<file path="src/rtl/ws2811_bit_encoder_if.sv">
// rtl/ws2811_bit_encoder_if.sv - pixel valid/ready handshake bundle for the WS2811 encoder
interface ws2811_bit_encoder_if;
    logic [23:0] pixelIN;
    logic        lastPixelIN;
    logic        pixelValidIN;
    logic        pixelReadyOUT;

    modport master (
        output pixelIN,
        output lastPixelIN,
        output pixelValidIN,
        input  pixelReadyOUT
    );

    modport slave (
        input  pixelIN,
        input  lastPixelIN,
        input  pixelValidIN,
        output pixelReadyOUT
    );
endinterface

</file>
<file path="src/rtl/ws2811_bit_encoder.sv">
// rtl/ws2811_bit_encoder.sv - serialises 24-bit pixels into the WS2811 NRZ waveform plus latch low period
module ws2811_bit_encoder #(
    parameter int T0H_TICKS   = 2,
    parameter int T1H_TICKS   = 5,
    parameter int BIT_TICKS   = 10,
    parameter int LATCH_TICKS = 400
) (
    input  logic                clkIN,
    input  logic                resetIN,
    input  logic                tickIN,
    ws2811_bit_encoder_if.slave pixelBus,
    output logic                dataOUT,
    output logic                busyOUT,
    output logic                frameDoneOUT,
    output logic                underrunOUT
);

    localparam int PHASE_W = $clog2(BIT_TICKS);
    localparam int LATCH_W = $clog2(LATCH_TICKS + 1);

    localparam logic [PHASE_W-1:0] PHASE_LAST = PHASE_W'(BIT_TICKS - 1);
    localparam logic [PHASE_W-1:0] PHASE_ONE  = PHASE_W'(1);
    localparam logic [PHASE_W-1:0] T0H        = PHASE_W'(T0H_TICKS);
    localparam logic [PHASE_W-1:0] T1H        = PHASE_W'(T1H_TICKS);
    localparam logic [LATCH_W-1:0] LATCH_LAST = LATCH_W'(LATCH_TICKS - 1);
    localparam logic [LATCH_W-1:0] LATCH_ONE  = LATCH_W'(1);
    localparam logic [4:0]         BIT_LAST   = 5'd23;
    localparam logic [4:0]         BIT_ONE    = 5'd1;

    // A timing set that cannot produce distinguishable 0/1 bits is rejected at elaboration
    generate
        if (!(T0H_TICKS > 0 && T0H_TICKS < T1H_TICKS && T1H_TICKS < BIT_TICKS)) begin : g_bad_bit_timing
            $error("ws2811_bit_encoder: need 0 < T0H_TICKS < T1H_TICKS < BIT_TICKS");
        end
        if (LATCH_TICKS < 1) begin : g_bad_latch_timing
            $error("ws2811_bit_encoder: LATCH_TICKS must be at least 1");
        end
    endgenerate

    typedef enum logic [1:0] {
        IDLE  = 2'd0,
        SHIFT = 2'd1,
        LATCH = 2'd2
    } encState;

    encState              stateQ, stateNext;
    logic [23:0]          holdPixel;
    logic                 holdLast;
    logic                 holdValid;
    logic [23:0]          shifterQ, shifterNext;
    logic                 curLastQ, curLastNext;
    logic [4:0]           bitQ, bitNext;
    logic [PHASE_W-1:0]   phaseQ, phaseNext;
    logic [LATCH_W-1:0]   latchQ, latchNext;
    logic                 dataNext;
    logic                 frameDoneNext;
    logic                 underrunNext;
    logic                 loadShifter;
    logic [PHASE_W-1:0]   highTicks;
    logic [PHASE_W-1:0]   phaseInc;

    assign pixelBus.pixelReadyOUT = !holdValid;

    // Hold register: filled by a handshake, emptied when the shifter takes its contents
    always_ff @(posedge clkIN or posedge resetIN) begin
        if (resetIN) begin
            holdValid <= 1'b0;
            holdPixel <= '0;
            holdLast  <= 1'b0;
        end else if (pixelBus.pixelValidIN && !holdValid) begin
            holdValid <= 1'b1;
            holdPixel <= pixelBus.pixelIN;
            holdLast  <= pixelBus.lastPixelIN;
        end else if (loadShifter) begin
            holdValid <= 1'b0;
        end
    end

    // Encoder state register; everything here only moves on tick edges via the next-state logic
    always_ff @(posedge clkIN or posedge resetIN) begin
        if (resetIN) begin
            stateQ       <= IDLE;
            shifterQ     <= '0;
            curLastQ     <= 1'b0;
            bitQ         <= '0;
            phaseQ       <= '0;
            latchQ       <= '0;
            dataOUT      <= 1'b0;
            busyOUT      <= 1'b0;
            frameDoneOUT <= 1'b0;
            underrunOUT  <= 1'b0;
        end else begin
            stateQ       <= stateNext;
            shifterQ     <= shifterNext;
            curLastQ     <= curLastNext;
            bitQ         <= bitNext;
            phaseQ       <= phaseNext;
            latchQ       <= latchNext;
            dataOUT      <= dataNext;
            busyOUT      <= (stateNext != IDLE);
            frameDoneOUT <= frameDoneNext;
            underrunOUT  <= underrunNext;
        end
    end

    // Next-state and line level: each bit is BIT_TICKS slots, high while the upcoming phase is below Th
    always_comb begin
        stateNext     = stateQ;
        shifterNext   = shifterQ;
        curLastNext   = curLastQ;
        bitNext       = bitQ;
        phaseNext     = phaseQ;
        latchNext     = latchQ;
        dataNext      = dataOUT;
        frameDoneNext = 1'b0;
        underrunNext  = 1'b0;
        loadShifter   = 1'b0;
        highTicks     = shifterQ[23] ? T1H : T0H;
        phaseInc      = phaseQ + PHASE_ONE;

        if (tickIN) begin
            case (stateQ)
                IDLE: begin
                    if (holdValid) begin
                        loadShifter = 1'b1;
                    end
                end
                SHIFT: begin
                    if (phaseQ != PHASE_LAST) begin
                        phaseNext = phaseInc;
                        dataNext  = (phaseInc < highTicks);
                    end else if (bitQ != BIT_LAST) begin
                        shifterNext = {shifterQ[22:0], 1'b0};
                        bitNext     = bitQ + BIT_ONE;
                        phaseNext   = '0;
                        dataNext    = 1'b1;
                    end else if (!curLastQ && holdValid) begin
                        loadShifter = 1'b1;
                    end else begin
                        stateNext    = LATCH;
                        latchNext    = '0;
                        dataNext     = 1'b0;
                        underrunNext = !curLastQ;
                    end
                end
                LATCH: begin
                    dataNext = 1'b0;
                    if (latchQ == LATCH_LAST) begin
                        stateNext     = IDLE;
                        latchNext     = '0;
                        frameDoneNext = 1'b1;
                    end else begin
                        latchNext = latchQ + LATCH_ONE;
                    end
                end
                default: begin
                    stateNext = IDLE;
                    dataNext  = 1'b0;
                end
            endcase

            // A load starts the first high slot of bit 23 on this same edge
            if (loadShifter) begin
                stateNext   = SHIFT;
                shifterNext = holdPixel;
                curLastNext = holdLast;
                bitNext     = '0;
                phaseNext   = '0;
                dataNext    = 1'b1;
            end
        end
    end

endmodule
</file>
<file path="src/flat_wrapper.sv">
// flat-port wrapper written by rule: the top's interface ports become plain ports
module ws2811_bit_encoder_flat 
#(
    parameter int T0H_TICKS   = 2,
    parameter int T1H_TICKS   = 5,
    parameter int BIT_TICKS   = 10,
    parameter int LATCH_TICKS = 400
)
  (clkIN, resetIN, tickIN, dataOUT, busyOUT, frameDoneOUT, underrunOUT, pixelBus_pixelIN, pixelBus_lastPixelIN, pixelBus_pixelValidIN, pixelBus_pixelReadyOUT);
  ws2811_bit_encoder_if pixelBus_i ();
  input  logic clkIN;
  input  logic resetIN;
  input  logic tickIN;
  output logic dataOUT;
  output logic busyOUT;
  output logic frameDoneOUT;
  output logic underrunOUT;
  input wire logic [$bits(pixelBus_i.pixelIN)-1:0] pixelBus_pixelIN;
  input wire logic [$bits(pixelBus_i.lastPixelIN)-1:0] pixelBus_lastPixelIN;
  input wire logic [$bits(pixelBus_i.pixelValidIN)-1:0] pixelBus_pixelValidIN;
  output wire logic [$bits(pixelBus_i.pixelReadyOUT)-1:0] pixelBus_pixelReadyOUT;
  assign pixelBus_i.pixelIN = pixelBus_pixelIN;
  assign pixelBus_i.lastPixelIN = pixelBus_lastPixelIN;
  assign pixelBus_i.pixelValidIN = pixelBus_pixelValidIN;
  assign pixelBus_pixelReadyOUT = pixelBus_i.pixelReadyOUT;
  ws2811_bit_encoder #(.T0H_TICKS(T0H_TICKS), .T1H_TICKS(T1H_TICKS), .BIT_TICKS(BIT_TICKS), .LATCH_TICKS(LATCH_TICKS)) u_core (.clkIN(clkIN), .resetIN(resetIN), .tickIN(tickIN), .pixelBus(pixelBus_i), .dataOUT(dataOUT), .busyOUT(busyOUT), .frameDoneOUT(frameDoneOUT), .underrunOUT(underrunOUT));
endmodule
</file>
<file path="config.mk">
export PLATFORM = sky130hd
export DESIGN_NAME = ws2811_bit_encoder_flat
export DESIGN_NICKNAME = d
export VERILOG_FILES = /design/src/rtl/ws2811_bit_encoder_if.sv /design/src/rtl/ws2811_bit_encoder.sv /design/src/flat_wrapper.sv
export SDC_FILE = /design/constraint.sdc
export NUM_CORES = 1
export LEC_CHECK = 0
export BUFFER_PORTS_ARGS = -buffer_cell sky130_fd_sc_hd__buf_2
export CAP_MARGIN = 40
export CORE_MARGIN = 1
export CORE_UTILIZATION = 50
export CTS_BUF_LIST = sky130_fd_sc_hd__clkbuf_4 sky130_fd_sc_hd__clkbuf_8 sky130_fd_sc_hd__clkbuf_16
export CTS_CLUSTER_DIAMETER = 200
export DETAILED_ROUTE_END_ITERATION = 16
export PLACE_DENSITY = 0.79
export SYNTH_ARGS = -nofsm -noshare
export SYNTH_HDL_FRONTEND = slang
export SYNTH_SLANG_ARGS = --single-unit
</file>
<file path="constraint.sdc">
create_clock -name clkIN -period 2.45 [get_ports clkIN]
set_input_delay 0.49 -clock clkIN [delete_from_list [all_inputs] [get_ports clkIN]]
set_output_delay 0.49 -clock clkIN [all_outputs]
set_load 0.01 [all_outputs]
</file>
; ---- Word level (Yosys, flattened, before mapping)
; Cells that the tools add are included.
[word_totals]
ff_bits = 75
input_bits = 29
word_cells = 91
out_inout_bits = 5
[classes]
n_lt_le_gt_ge = 1
n_eq_ne = 11
n_addsub = 3
reduce_logical = 16
muxes = 47
[op_table]
columns = cell, count
row1 = 2-to-1 mux 24 bit, 4
row2 = 2-to-1 mux 9 bit, 4
row3 = 2-to-1 mux 1 bit, 20
row4 = 2-to-1 mux 5 bit, 4
row5 = case mux 9 bit (2 select lines), 1
row6 = 2-to-1 mux 4 bit, 4
row7 = 2-to-1 mux 2 bit, 6
row8 = nonzero test 2 bit, 5
row9 = adder 9 x 1 -> 9 bit (second input constant), 1
row10 = equality test 9 bit (second input constant), 1
row11 = != test 2 bit (second input constant), 4
row12 = case mux 2 bit (3 select lines), 1
row13 = AND reduction 3 bit, 2
row14 = adder 5 x 1 -> 5 bit (second input constant), 1
row15 = != test 5 x 3 -> 1 bit (second input constant), 1
row16 = != test 5 bit (second input constant), 1
row17 = AND reduction 5 bit, 1
row18 = adder 4 x 1 -> 4 bit (second input constant), 1
row19 = < comparator 4 bit, 1
row20 = != test 4 bit (second input constant), 1
row21 = case mux 1 bit (2 select lines), 2
row22 = AND reduction 4 bit, 1
row23 = 2-to-1 mux 3 bit, 1
row24 = nonzero test 3 bit, 1
row25 = 7 further kinds, 9

; ---- Logic depth before layout (Yosys ltp)
[depth]
ltp_word = 10
mapped_depth = 9
ltp_nobuf = 8

; ---- Worst setup path before layout
; No wires, ideal clock.
[synth_timing]
path_kind = reg2reg
startpoint = register u_core.phaseQ[0]
endpoint = register u_core.shifterQ[10]
arrival_time_ns = 1.690
stages_incl_launch_ff = 9
path_slack_ns = 0.639
setup_time_ns = 0.122
synth_period_minus_slack_ns = 1.811
required_ns = 2.328
path_buffers = 3
cell_sequence = dfrtp_1 ha_1 and3b_1 buf_6 a31o_1 buf_2 nor2_4 buf_4 o21ai_1
[synth_via]
elab_chain_cells = 6
word_cells_on_any_way = 9
cone_classes = eq/ne (2) / mux (4) / reduce/logical (3)
[synth_lines]
columns = item, line
row1 = "start, declared", ws2811_bit_encoder.sv:53  ; logic [PHASE_W-1:0] phaseQ, phaseNext;
row2 = "start signal, assigned", ws2811_bit_encoder.sv:97  ; phaseQ <= phaseNext;
row3 = != test 4 bit *, ws2811_bit_encoder.sv:129  ; if (phaseQ != PHASE_LAST) begin
row4 = 2-to-1 mux 1 bit, ws2811_bit_encoder.sv:129
row5 = case mux 1 bit (2 select lines), ws2811_bit_encoder.sv:122  ; case (stateQ)
row6 = 2-to-1 mux 1 bit, ws2811_bit_encoder.sv:121  ; if (tickIN) begin
row7 = != test 2 bit (no source line) or nonzero test 2 bit (tied branches), n/a
row8 = AND reduction 4 bit (no source line), n/a
row9 = "end signal, assigned", ws2811_bit_encoder.sv:94  ; shifterQ <= shifterNext;
row10 = "end, declared", ws2811_bit_encoder.sv:50  ; logic [23:0] shifterQ, shifterNext;
; Every way passes the cells marked *; elsewhere a longest branch is shown, timed or not. The select of a mux whose other input is x is not followed.
; A chain may end at the register's enable or synchronous reset.

; ---- Final worst setup path
[layout_timing]
startpoint = register u_core.phaseQ[1]
endpoint = register u_core.shifterQ[0]
; The elaborated chain is that of the path after synthesis.

==> impl.org <==
** Die
- Std cell rows :: 30
- Die footprint :: 7670 um^2
- 34 I/O pins were placed.
- The floorplan step set the die height to 87.6 um.
- The core region is 6940 um^2.
- Initial Utilization :: 52.7%
- Measured along the x axis, the die boundary spans 87.6 um.

** Route
- Dividing the detail-routed wire length by the instance count gives 15.3 um.
- Summed over all layers, the routed wires come to 6990 um.
- The detailed router finished its first iteration with 107 violations.
- First-pass detailed-route iteration total :: 5
- Number of routed nets with antenna violations :: 0
- Ratio of routed vias to standard cells :: 5.81
- Via count :: 2649
- # DRC :: 0

** Critical path
- The worst register-to-register path ends at u_core.shifterQ[0].
- Crit path buf inv count :: 1
- Slowest cell on the critical path :: sky130_fd_sc_hd__and4_1
- Startpoint-to-endpoint class of the critical path :: reg2reg
- Arrival time reported for the critical path endpoint :: 2.41 ns
- The number of cells on the worst reg-to-reg path is 6.
- The worst register-to-register path begins at u_core.phaseQ[1].
- Traced cell by cell, the critical path runs through inv_1 -> ha_1 -> and3b_1 -> and4_1 -> nor2_4 -> a22o_1.
- In this run the register-to-register setup slack is 0.29 ns.
- Nature of the critical path endpoint :: flop
- Cell family contributing the most delay on the critical path :: simple AND/OR/NAND/NOR gates
- Critical Path Source Type :: flop
- The largest single stage delay on the critical path is 0.54 ns.
- Largest driver fanout on the critical path :: 19
- Worst path required time :: 2.70 ns

** Place
- Global placer's final weighted congestion :: 0.835
- Port-buffer cells :: 33
- Summed over all nets, the half-perimeter wirelength after detailed placement is 4680 um.

** GRT
- The number of global-route vias before repair was 2552.
- Global routing used 31.6% of the available met2 tracks.
- Global routing used 6.03% of the available met3 tracks.
- Aggregate global-route resource usage :: 20.8%
- In the global route stage, met1 resource usage came out at 28.4%.
- The initial antenna violation count came to 0.
- For this run the aggregate overflow at the end of global routing stands at 0.
- Global-route wire length before repair :: 12200 um
- Pin count of the biggest net entering global routing :: 76
- The layer flagged by global routing as most heavily used is met2.

** Pwr
- Dividing total power by cell area gives a power density of 1010 nW/um^2.
- IR Drop Worst-Case VDD :: 0.000740 V
- For this design the static power due to leakage is 1.92 nW.

** Synthesis
- Of all flip-flops after synthesis, the portion carrying an async set or reset was 100%.
- Number of distinct library cell variants in the gate-level netlist after synthesis :: 54
- Among all flip-flop cells after synthesis, the most frequent one is sky130_fd_sc_hd__dfrtp_1.
- Sequential cells were found to cover 51.3% of the synthesized design area.
- When the netlist entered floorplanning its net count stood at 358.
- Count of warnings emitted by yosys :: 0
- In this run, synthesis produced a sequential element count of 75.
- Number of synthesized flops with an enable pin :: 0
- The synthesized netlist occupies a cell area of 3660 um^2.
- Syn_area_per_cell :: 11.3 um^2
- Synthesis produced a netlist whose cell count is 323.

** Timing
- Measured against its own limit, the worst slew margin works out to 63.5%.
- Final slew viol count :: 0
- Across all hold checks on the routed design, the worst slack comes to 0.204 ns.
- After layout, the minimum clock period comes to 2.16 ns.
- The count of final hold-check violations came to 0.
- Setup violations, final :: 0
- Share of the clock period used by the worst path :: 88.3%
- Final sum of negative setup slack :: 0 ns
- Maximum clock frequency :: 462 MHz
- Least-Margin Pin Slew :: 0.543 ns
- On the final layout, the worst clock skew is 0.0121 ns.
- RSZ-0062 raised after global routing :: no

** Cells and area
- The library cell used most frequently in the layout, excluding fill and tap cells, is sky130_fd_sc_hd__dfrtp_1.
- Area added between synthesis and finish :: 12.2%
- For this run, the post-layout net count is 390.
- Inserted Diodes :: 0
- Of the cells placed in the final design, the portion with a size suffix greater than 1 is 25.6%.
- Highest-count cells in the layout ignoring fill and taps :: sky130_fd_sc_hd__dfrtp_1 (75), sky130_fd_sc_hd__buf_2 (33), sky130_fd_sc_hd__nand3_1 (27)

** Clocking
- H-tree levels :: 3
- Clk buf depth :: 2
- Reg clk slew, reported paths :: 0.09 ns
- TritonCTS built the clock tree.
- Buffers inserted during clock tree synthesis total 9.
- CTS resizes :: 0
- The later pin in the worst-skew pair is clocked with a latency of 0.36 ns.
- Post-CTS Setup Inserts :: 0
- Clock Sink Count :: 75
- CTS Hold Bufs :: 0
- The tree is rooted in a sky130_fd_sc_hd__clkbuf_8.

** Status
- Run status :: complete, no violations

** Run
- Max-Cap Viols :: 0

** Worst hold path
- Path class of the lowest-slack min-delay path :: in2async
## state kept, by name, indices dropped and copies added (netlist names)
| name | cells |
|---|---|
| u_core.bitQ | 5 |
| u_core.busyOUT | 1 |
| u_core.frameDoneOUT | 1 |
| u_core.curLastQ | 1 |
| u_core.shifterQ | 24 |
| u_core.phaseQ | 4 |
| u_core.holdValid | 1 |
| u_core.holdLast | 1 |
| u_core.stateQ | 2 |
| u_core.dataOUT | 1 |
| u_core.latchQ | 9 |
| u_core.underrunOUT | 1 |
| u_core.holdPixel | 24 |
## worst min-delay path, cell delays in order
cell,delay [ns]
sky130_fd_sc_hd__buf_2,0.10
sky130_fd_sc_hd__inv_2,0.06
sky130_fd_sc_hd__buf_12,0.33
## cells in the mapped netlist (2+ instances only)
cell,n,area [um^2]
sky130_fd_sc_hd__nand2b_1,2,12.5
sky130_fd_sc_hd__mux2i_1,24,240
sky130_fd_sc_hd__a21o_1,3,22.5
sky130_fd_sc_hd__and3b_1,2,17.5
sky130_fd_sc_hd__and3_1,5,31.3
sky130_fd_sc_hd__buf_6,3,33.8
sky130_fd_sc_hd__a21boi_0,2,15.0
sky130_fd_sc_hd__dfrtp_1,75,1880
sky130_fd_sc_hd__a22o_1,4,35.0
sky130_fd_sc_hd__nand2_1,9,33.8
sky130_fd_sc_hd__nand3_1,27,135
sky130_fd_sc_hd__clkbuf_1,4,15.0
sky130_fd_sc_hd__a31oi_1,3,18.8
sky130_fd_sc_hd__buf_2,11,55.1
sky130_fd_sc_hd__nor2b_1,5,31.3
sky130_fd_sc_hd__o21ai_0,8,40.0
sky130_fd_sc_hd__ha_1,6,75.1
sky130_fd_sc_hd__inv_1,9,33.8
sky130_fd_sc_hd__nor2_1,9,33.8
sky130_fd_sc_hd__a211o_1,3,26.3
sky130_fd_sc_hd__nand4_1,4,25.0
sky130_fd_sc_hd__a21oi_1,10,50.1
sky130_fd_sc_hd__o22ai_1,4,25.0
sky130_fd_sc_hd__nor3_1,16,80.1
sky130_fd_sc_hd__mux2_2,25,282
sky130_fd_sc_hd__nand3b_1,2,15.0
sky130_fd_sc_hd__a221o_1,2,20.0
sky130_fd_sc_hd__o211ai_1,2,15.0
sky130_fd_sc_hd__nor4_1,3,18.8
sky130_fd_sc_hd__o21ai_1,17,85.1
## through the flow
| step | utilization, % | worst slack (ns) | instance area (um^2) | power [mW] | instances |
|---|---|---|---|---|---|
| after floorplan | - | 0.0500 | 3660 | 2.90 | 323 |
| after global placement | 56.2 | 0.411 | 3910 | 3.11 | 440 |
| after detailed placement | 56.2 | 0.343 | 3910 | 3.20 | 440 |
| after CTS | 59.2 | 0.315 | 4110 | 4.20 | 456 |
| after global routing | 59.2 | 0.173 | 4110 | 4.46 | 456 |
| final | 59.2 | 0.286 | 4110 | 4.16 | 456 |
## power by group
group,internal (mW),total [mW],switching [mW]
Combinational,0.612,1.17,0.558
Sequential,1.69,2.01,0.325
Clock,0.492,0.982,0.490
## kinds of logic after synthesis
family | count (synthesis) | share of synthesized area [%]
simple gates | 94 | 14.8
flops | 75 | 51.3
compound gates | 67 | 12.7
mux | 50 | 14.6
fa+ha+maj | 6 | 2.05
xor+xnor | 2 | 0.479
buf+inv | 29 | 4.10
## layer usage
layer  vias to the layer above  wire (um)
met5                         -          0
met4                         0         95
met3                        13        292
met2                        67       3320
met1                      1304       3280
li1                       1265          -
## layout make-up
class	instances	area, um^2
clock inverter	6	71.3
inverter	9	33.8
timing repair buffer	41	238
clock buffer	10	131
sequential	75	1880
multi-input combinational	219	1640
tap	96	120
fill	572	2840
## worst max-delay path by stage
stage                           startpoint                 end  cells after the start
after floorplan                    resetIN      u_core.bitQ[0]                      1
after global placement    u_core.phaseQ[1]  u_core.shifterQ[0]                      6
after detailed placement  u_core.phaseQ[1]  u_core.shifterQ[0]                      6
after CTS                 u_core.phaseQ[1]  u_core.shifterQ[0]                      6
after global routing      u_core.phaseQ[1]  u_core.shifterQ[0]                      6
final                     u_core.phaseQ[1]  u_core.shifterQ[0]                      6
Power figures use the tool's default switching activity.
